===== src/rtl/ws2812_scroll_frame.sv =====
`default_nettype none
// ============================================================================
// Module   : ws2812_scroll_frame
// Purpose  : Frame source for the WS2812 matrix driver. It holds a
//            column-addressed pattern memory that is wider than the LED array
//            and slides an N-column window across it at a programmable rate.
//            Each window is built column by column into a shadow buffer and
//            then committed to arry_data in a single cycle, so the driver
//            never sees a partially built frame.
// Ports    : clk        system clock
//            rst_n      asynchronous active-low reset
//            scroll_en  1 = window advances every SCROLL_TICKS clocks
//            dir        0 = offset +1 per step, 1 = offset -1 per step
//            wr_en      single-cycle column write strobe
//            wr_addr    pattern column to write (ignored if >= PATTERN_LEN)
//            wr_col     column bits, bit r = row r
//            arry_data  committed frame, arry_data[row][col]
//            frame_tick one-cycle pulse when arry_data changes
//            offset     current window start column
// Revision : 1.0 - initial release
// ============================================================================
module ws2812_scroll_frame #(
  parameter int WS2812_M     = 8,
  parameter int WS2812_N     = 8,
  parameter int PATTERN_LEN  = 32,
  parameter int SCROLL_TICKS = 10_000_000
) (
  input  logic                                clk,
  input  logic                                rst_n,
  input  logic                                scroll_en,
  input  logic                                dir,
  input  logic                                wr_en,
  input  logic [$clog2(PATTERN_LEN)-1:0]      wr_addr,
  input  logic [WS2812_M-1:0]                 wr_col,
  output logic [WS2812_M-1:0][WS2812_N-1:0]   arry_data,
  output logic                                frame_tick,
  output logic [$clog2(PATTERN_LEN)-1:0]      offset
);

  localparam int c_AW = $clog2(PATTERN_LEN);
  localparam int c_CW = $clog2(WS2812_N);
  // +1 keeps the timer at least one bit wide when SCROLL_TICKS is 1.
  localparam int c_TW = $clog2(SCROLL_TICKS + 1);

  localparam logic [c_AW:0]   c_PLEN      = (c_AW + 1)'(PATTERN_LEN);
  localparam logic [c_AW-1:0] c_OFF_MAX   = c_AW'(PATTERN_LEN - 1);
  localparam logic [c_CW-1:0] c_COL_LAST  = c_CW'(WS2812_N - 1);
  localparam logic [c_TW-1:0] c_TICK_LAST = c_TW'(SCROLL_TICKS - 1);

  typedef enum logic [1:0] {
    S_IDLE   = 2'd0,
    S_BUILD  = 2'd1,
    S_COMMIT = 2'd2
  } state_t;

  state_t                          r_state;
  state_t                          w_state_nxt;
  logic [WS2812_M-1:0]             r_pattern [PATTERN_LEN];
  logic [WS2812_M-1:0]             r_shadow  [WS2812_N];
  logic [WS2812_M-1:0][WS2812_N-1:0] r_arry;
  logic                            r_frame_tick;
  logic [c_TW-1:0]                 r_timer;
  logic [c_AW-1:0]                 r_offset;
  logic [c_AW-1:0]                 r_build_off;
  logic [c_CW-1:0]                 r_col;
  logic                            r_pending;

  logic                            w_wr_ok;
  logic                            w_step;
  logic                            w_req;
  logic                            w_take;
  logic                            w_build;
  logic                            w_commit;
  logic [c_AW:0]                   w_sum;
  logic [c_AW-1:0]                 w_rd_addr;

  assign w_wr_ok = wr_en & ({1'b0, wr_addr} < c_PLEN);
  assign w_step  = scroll_en & (r_timer == c_TICK_LAST);
  // A write and a step on the same edge collapse into one request.
  assign w_req   = w_wr_ok | w_step;

  // build_off + c is always below 2*PATTERN_LEN, so one conditional
  // subtract is a complete modulo.
  assign w_sum     = {1'b0, r_build_off} + (c_AW + 1)'(r_col);
  assign w_rd_addr = (w_sum >= c_PLEN) ? c_AW'(w_sum - c_PLEN) : c_AW'(w_sum);

  // --------------------------------------------------------------------------
  // Pattern memory
  // --------------------------------------------------------------------------
  always_ff @(posedge clk or negedge rst_n) begin
    if (!rst_n) begin
      for (int i = 0; i < PATTERN_LEN; i++) begin
        r_pattern[i] <= '0;
      end
    end else if (w_wr_ok) begin
      r_pattern[wr_addr] <= wr_col;
    end
  end

  // --------------------------------------------------------------------------
  // Step timer and window offset
  // --------------------------------------------------------------------------
  always_ff @(posedge clk or negedge rst_n) begin
    if (!rst_n) begin
      r_timer  <= '0;
      r_offset <= '0;
    end else begin
      if (!scroll_en || w_step) begin
        r_timer <= '0;
      end else begin
        r_timer <= r_timer + c_TW'(1);
      end

      if (w_step) begin
        if (dir) begin
          r_offset <= (r_offset == '0) ? c_OFF_MAX : r_offset - c_AW'(1);
        end else begin
          r_offset <= (r_offset == c_OFF_MAX) ? '0 : r_offset + c_AW'(1);
        end
      end
    end
  end

  // --------------------------------------------------------------------------
  // Frame builder FSM
  // --------------------------------------------------------------------------
  always_ff @(posedge clk or negedge rst_n) begin
    if (!rst_n) begin
      r_state <= S_IDLE;
    end else begin
      r_state <= w_state_nxt;
    end
  end

  always_comb begin
    w_state_nxt = r_state;
    w_take      = 1'b0;
    w_build     = 1'b0;
    w_commit    = 1'b0;
    case (r_state)
      S_IDLE: begin
        if (r_pending) begin
          w_take      = 1'b1;
          w_state_nxt = S_BUILD;
        end
      end
      S_BUILD: begin
        w_build = 1'b1;
        if (r_col == c_COL_LAST) begin
          w_state_nxt = S_COMMIT;
        end
      end
      S_COMMIT: begin
        w_commit    = 1'b1;
        w_state_nxt = S_IDLE;
      end
      default: begin
        w_state_nxt = S_IDLE;
      end
    endcase
  end

  // --------------------------------------------------------------------------
  // Request flag, shadow build and commit
  // --------------------------------------------------------------------------
  always_ff @(posedge clk or negedge rst_n) begin
    if (!rst_n) begin
      r_pending    <= 1'b0;
      r_build_off  <= '0;
      r_col        <= '0;
      r_frame_tick <= 1'b0;
      r_arry       <= '0;
      for (int c = 0; c < WS2812_N; c++) begin
        r_shadow[c] <= '0;
      end
    end else begin
      // A new request on the same edge IDLE consumes the flag re-arms it,
      // so that request gets its own follow-up frame.
      r_pending    <= w_req | (r_pending & ~w_take);
      r_frame_tick <= w_commit;

      if (w_take) begin
        r_build_off <= r_offset;
        r_col       <= '0;
      end else if (w_build) begin
        r_col <= r_col + c_CW'(1);
      end

      if (w_build) begin
        r_shadow[r_col] <= r_pattern[w_rd_addr];
      end

      if (w_commit) begin
        for (int r = 0; r < WS2812_M; r++) begin
          for (int c = 0; c < WS2812_N; c++) begin
            r_arry[r][c] <= r_shadow[c][r];
          end
        end
      end
    end
  end

  assign arry_data  = r_arry;
  assign frame_tick = r_frame_tick;
  assign offset     = r_offset;

endmodule
`default_nettype wire


===== config.mk =====
export PLATFORM = sky130hd
export DESIGN_NAME = ws2812_scroll_frame
export DESIGN_NICKNAME = d
export VERILOG_FILES = /design/src/rtl/ws2812_scroll_frame.sv
export SDC_FILE = /design/constraint.sdc
export NUM_CORES = 1
export LEC_CHECK = 0
export CAP_MARGIN = 5
export CORE_MARGIN = 3
export CORE_UTILIZATION = 30
export DETAILED_ROUTE_END_ITERATION = 10
export PLACE_DENSITY = 0.48
export REMOVE_ABC_BUFFERS = 1
export SYNTH_ARGS = -nofsm -noshare
export SYNTH_HDL_FRONTEND = slang
export SYNTH_SLANG_ARGS = --single-unit

===== constraint.sdc =====
create_clock -name clk -period 5.55 [get_ports clk]
set_input_delay 0.8325 -clock clk [delete_from_list [all_inputs] [get_ports clk]]
set_output_delay 0.8325 -clock clk [all_outputs]
set_load 0.005 [all_outputs]

Word level (Yosys, flattened, before mapping)
Index checks and enable logic that the tools add are counted.
{ "word_totals": {"inputBits": 18, "reg_bits": 425, "wordCells": 113, "out_inout_bits": 70} }
{ "op_classes": {"mux": 23, "n_lt_le_gt_ge": 6, "add_sub_neg": 6, "n_reduce_logical": 8, "n_eq_ne": 7, "bitwise_logic": 8} }
{ "ops": {"columns": ["cell", "count"], "rows": [
  ["bitwise mux 256 bit", 1],
  ["bitwise mux 64 bit", 1],
  ["binary-select mux 8 bit (select 5 bit)", 1],
  ["demux 8 bit (select 5 bit)", 1],
  ["2-to-1 mux 8 bit", 4],
  ["adder 24 x 1 -> 24 bit, second input constant", 1],
  ["demux 8 bit (select 3 bit)", 1],
  ["equality test 24 bit, second input constant", 1],
  ["2-to-1 mux 24 bit", 1],
  ["2-to-1 mux 5 bit", 4],
  [">= comparator 6 bit, second input constant", 3],
  ["NOT 5 -> 6 bit", 2],
  ["subtractor 5 x 1 -> 5 bit, second input constant", 2],
  ["adder 5 x 3 -> 6 bit", 1],
  ["< comparator 6 x 1 -> 1 bit, second input constant", 1],
  ["2-to-1 mux 3 bit", 2],
  ["adder 5 x 1 -> 5 bit, second input constant", 1],
  ["equality test 5 bit, second input constant", 1],
  ["logical NOT 5 bit", 1],
  [">= comparator 4 bit, second input constant", 1],
  ["< comparator 4 x 1 -> 1 bit, second input constant", 1],
  ["2-to-1 mux 1 bit", 4],
  ["2-to-1 mux 2 bit", 2],
  ["!= test 2 bit, second input constant", 2],
  ["15 further kinds", 18]
]} }

Depth between registers and ports, before layout
{ "logic_depth": {"word_depth": 8, "mapped_depth": 11, "mapped_depth_nobuf": 9} }

Worst setup path after synthesis
OpenSTA, ideal clock, no wires.
{ "synth_timing": {"path_type": "register to register", "start": "register r_col[1]", "end": "register r_shadow[13] (netlist bit)", "required_ns": 5.425, "stages_incl_launch_ff": 12, "t_arrival_ns": 3.215, "n_path_buf": 4, "setup_slack_ns": 2.210, "period_less_slack_ns": 3.340, "setup_ns": 0.125, "path_cell_list": "dfrtp_1 clkbuf_1 inv_1 fa_1 clkbuf_1 clkbuf_1 mux4_2 mux2i_1 nor3_1 or4_1 buf_2 mux2_2"} }
{ "synth_via": {"elab_chain_len": 8, "word_cells_on_any_way": 15, "classes_between": "add/sub (2); order compare (3); mux (7); bitwise (2); reduce/logical (1)"} }
{ "synth_rtl": {"columns": ["element", "line_no", "text"], "rows": [
  ["start: declaration", "65", "logic [c_CW-1:0] r_col;"],
  ["start signal: assignment", "186", "r_col <= r_col + c_CW'(1);"],
  ["adder 5 x 3 -> 6 bit", "84", "assign w_sum = {1'b0, r_build_off} + (c_AW + 1)'(r_col);"],
  ["subtractor 5 x 1 -> 5 bit or >= comparator 6 bit (tied branches)", "85", "assign w_rd_addr = (w_sum >= c_PLEN) ? c_AW'(w_sum - c_PLEN) : c_AW'(w_sum);"],
  ["2-to-1 mux 5 bit", "85", null],
  ["NOT 5 -> 6 bit (not written as such)", "190", "r_shadow[r_col] <= r_pattern[w_rd_addr];"],
  ["binary-select mux 8 bit (select 5 bit)", "190", null],
  ["2-to-1 mux 8 bit (not written as such) (2 in series)", "190", null],
  ["bitwise mux 64 bit (*)", "190", null],
  ["end signal: indexed assignment", "190", null],
  ["end: declaration", "59", "logic [WS2812_M-1:0] r_shadow [WS2812_N];"]
]} }
Every way passes the cells marked *; elsewhere a longest branch is shown, timed or not. The select of a mux whose other input is x is not followed.
A chain may end at the register's enable or synchronous reset.

Worst setup path in the final report
{ "layout_timing": {"start": "register r_col[1]", "end": "register r_shadow[8] (netlist bit)"} }
Same word-level chain as after synthesis.

==> metrics.md <==
| Metric | Value |
|---|---|
| Status | finished, final reports clean |
| Vias in the first global route | 11500 |
| Final Net Count | around 1500 |
| Pint | 7.96 mW |
| Layout cells sized above 1 | 32.9% |
| Vias | around 11000 |
| Routability cong. | roughly 0.75 |
| Crit Path Category | reg2reg |
| Tcrit/Tclk final | approximately three quarters |
| Comb power frac | 37.3% |
| Post-CTS setup buffers | 0 |
| Area of the multi-input gates | 7690 um^2 |
| Count of different cell masters after synthesis | 46 |
| ANT cells | 0 |
| MaxCap Viol Count | 0 |
| RSZ-0062 raised after global routing | false |
| Average size of a mapped cell | roughly 14 um^2 |
| Hold Path Class | in2async |
| CTS root buffer | clkbuf_16 |
| Ys flop type | dfrtp_1 |
| Via density | roughly 4.8 |
| Grt ovf | 0 |
| Initial antenna violation count | 0 |
| Final Hold Fails | 0 |
| Setup TNS | 0 ns |
| Commonest cells post-synth | 425 x dfrtp_1, 316 x mux2_2, 222 x nand2_1 |
| Leading cell type by number of instances after synthesis | dfrtp_1 |
| Async S/R FF share, synth | 100% |
| Crit path capture type | register |
| Sw frac | about 34% |
| Worst Setup Slack, final | around 1.4 ns |
| Total Routing Usage GR | 14.0% |
| Sequential share of the synthesized area | a little under three fifths |
| Chip height | approximately 260 um |
| Peak supply drop | between 0.0004 and 0.0005 V |
| Setup violations, final | 0 |
| Wirelength, routed | around 46000 um |
| 1st-iter DRT viols | between 700 and 800 |
| Synth top area cells | dfrtp_1 57%, mux2_2 19%, mux4_2 7.7% |
| IO Pins | 88 |
| CP Data Required Time | 6.01 ns |
| Post-synth top area share | 56.9% |
| # DRC | 0 |
| Initial Util | roughly 31% |
| Post-CTS resize count | 0 |
| Clock Skews | 0.0252 ns |
| Largest net degree at the start of global routing | approximately 160 |
| Max transition margin | 17.8% |
| Clock Sinks | ~430 |
| Place WS | roughly 1.4 ns |
| Area leader, netlist | dfrtp_1 |
| First-pass GRT wire length | a little over 70000 um |
| CP Launch Type | register |
| Flop pwr share | between 30% and 40% |
| Area grow syn2layout | 18.0% |
| Seq cells post-synth | about 430 |
| Cell area power density | approximately 540 nW/um^2 |
| Clk_lat worst skew | 0.58 ns |
| Die Span X | around 260 um |
| Max frequency | around 240 MHz |
| H-tree depth | 2 |
| Hold_ws | 0.292 ns |
| Cell Area, Synth | between 15000 and 20000 um^2 |
| WL per Instance | approximately 20 um |
| CTS tree | yes |
| Clock Path Buffers | 3 |
| Filler Cell Count | approximately 6000 |
| Tmin final | between 4 and 5 ns |
| Clock Power Share | about 27% |
| Cell Area, Placed | 20400 um^2 |
| Slew Viols, Final | 0 |
| Cts bufs inserted | 47 |
| TritonRoute pass-1 iters | 5 |
| Total die area | 65300 um^2 |
| Antenna Nets Post-Route | 0 |
| Crit-path max FO | 43 |
| Worst Tran Pin Value | approximately 1.2 ns |
| Core footprint | about 61000 um^2 |
| Design area | roughly 22000 um^2 |
| Cells after Synth | 1379 |
| Post-synth EDFFs | 0 |
| Clock transition at path regs | approximately 0.060 ns |
| LEAKAGE | 9.99 nW |
| Register Area | roughly 11000 um^2 |
| CP arrival | 4.61 ns |
| Buffers on Ports | between 80 and 90 |
| Row cnt | 90 |
| Synth warnings | 0 |
| Sw Pwr | 4.02 mW |
| Hpwl dp | ~29000 um |
| Post-CTS Hold Buffers | 0 |
placed cells by master (no fill, tap or decap), drive strengths merged, types with 3 or more instances in the layout:
master and count:
nand3b 6, nor4 3, mux2 324, mux2i 32, nor3 38, nor2b 3, bufinv 3, buf 17
and3 8, xor2 17, o21ai 9, clkinv 8, xnor2 10, or3 3, ha 9, nand3 14
inv 12, nor3b 7, a21oi 10, nand4 7, mux4 64, nand2 222, nor2 49, dfrtp 425
or4 8, clkbuf 71, clkdlybuf4s50 86
power groups by stage:
stage / clock (mW) / combinational, mW / sequential [mW]
6_report: 3.21 / 4.47 / 4.30
5_1_grt: 3.43 / 4.84 / 4.40
2_1_floorplan: 0 / 2.89 / 4.22
3_3_place_gp: 0 / 4.51 / 4.34
3_5_place_dp: 0 / 4.57 / 4.36
4_1_cts: 3.32 / 4.58 / 4.31
kinds of logic (layout without fill, tap and decap cells):
| group | Yosys count | in the layout | share of synthesized area (%) |
|---|---|---|---|
| compound gates | 27 | 27 | 0.957 |
| xor+xnor | 27 | 27 | 1.43 |
| fa+ha+maj | 10 | 10 | 0.710 |
| buf+inv | 93 | 199 | 2.20 |
| flops | 425 | 425 | 56.9 |
| mux | 420 | 420 | 28.9 |
| simple gates | 377 | 377 | 8.85 |
through the flow:
step           cells  power (mW)  utilization (%)
2_1_floorplan   1297        7.11                -
3_3_place_gp    2228        8.85             33.5
3_5_place_dp    2228        8.93             33.5
4_1_cts         2313        12.2             36.1
5_1_grt         2313        12.7             36.1
6_report        2313        12.0             36.1
critical path, stage by stage (launching register included):
cell	delay, ns
dfrtp_1	0.49
inv_1	0.16
fa_4	1.13
buf_12	0.35
mux4_2	0.39
mux2i_1	0.26
nor3_1	0.08
or4_1	0.77
mux2_2	0.37
final timing paths:
kind / endpoint / startpoint / depth (start not counted) / slack, ns
min in group clk: arry_data[24]$_DFFE_PN0P_ / r_shadow[59]$_DFFE_PN0P_ / 2 / 0.46
hold / removal: r_timer[17]$_DFF_PN0_ / rst_n / 1 / 0.29
hold reg to reg: arry_data[24]$_DFFE_PN0P_ / r_shadow[59]$_DFFE_PN0P_ / 2 / 0.46
setup / recovery: r_shadow[8]$_DFFE_PN0P_ / r_col[1]$_DFFE_PN0P_ / 8 / 1.39
max in group asynchronous: r_pattern[155]$_DFFE_PN0P_ / rst_n / 2 / 3.86
setup reg to reg: r_shadow[8]$_DFFE_PN0P_ / r_col[1]$_DFFE_PN0P_ / 8 / 1.39
metal layers:
metal	up-vias	part of all wire (%)	global-route usage, %	routed length (um)
met4	0	2.2	3.85	1020
li1	5006	-	-	-
met3	64	3.6	2.47	1660
met2	176	46	22.0	20900
met5	-	0	0	0
met1	5804	48	19.9	22100
final cells by class:
class,instances,share of cell area (%)
Clock buffer,71,6.52
Inverter,11,0.187
Clock inverter,14,0.749
Tap cell,828,4.70
Multi-Input combinational cell,861,34.9
Sequential cell,425,48.2
Timing Repair Buffer,103,4.74
registers in the layout, indices dropped and copies added (netlist names), 2 cells and up:
| signal | count |
|---|---|
| r_build_off | 5 |
| r_pattern | 256 |
| r_timer | 24 |
| r_col | 3 |
| r_state | 2 |
| r_shadow | 64 |
| offset | 5 |
| arry_data | 64 |
Note: power is estimated with default switching activity, not from simulation.
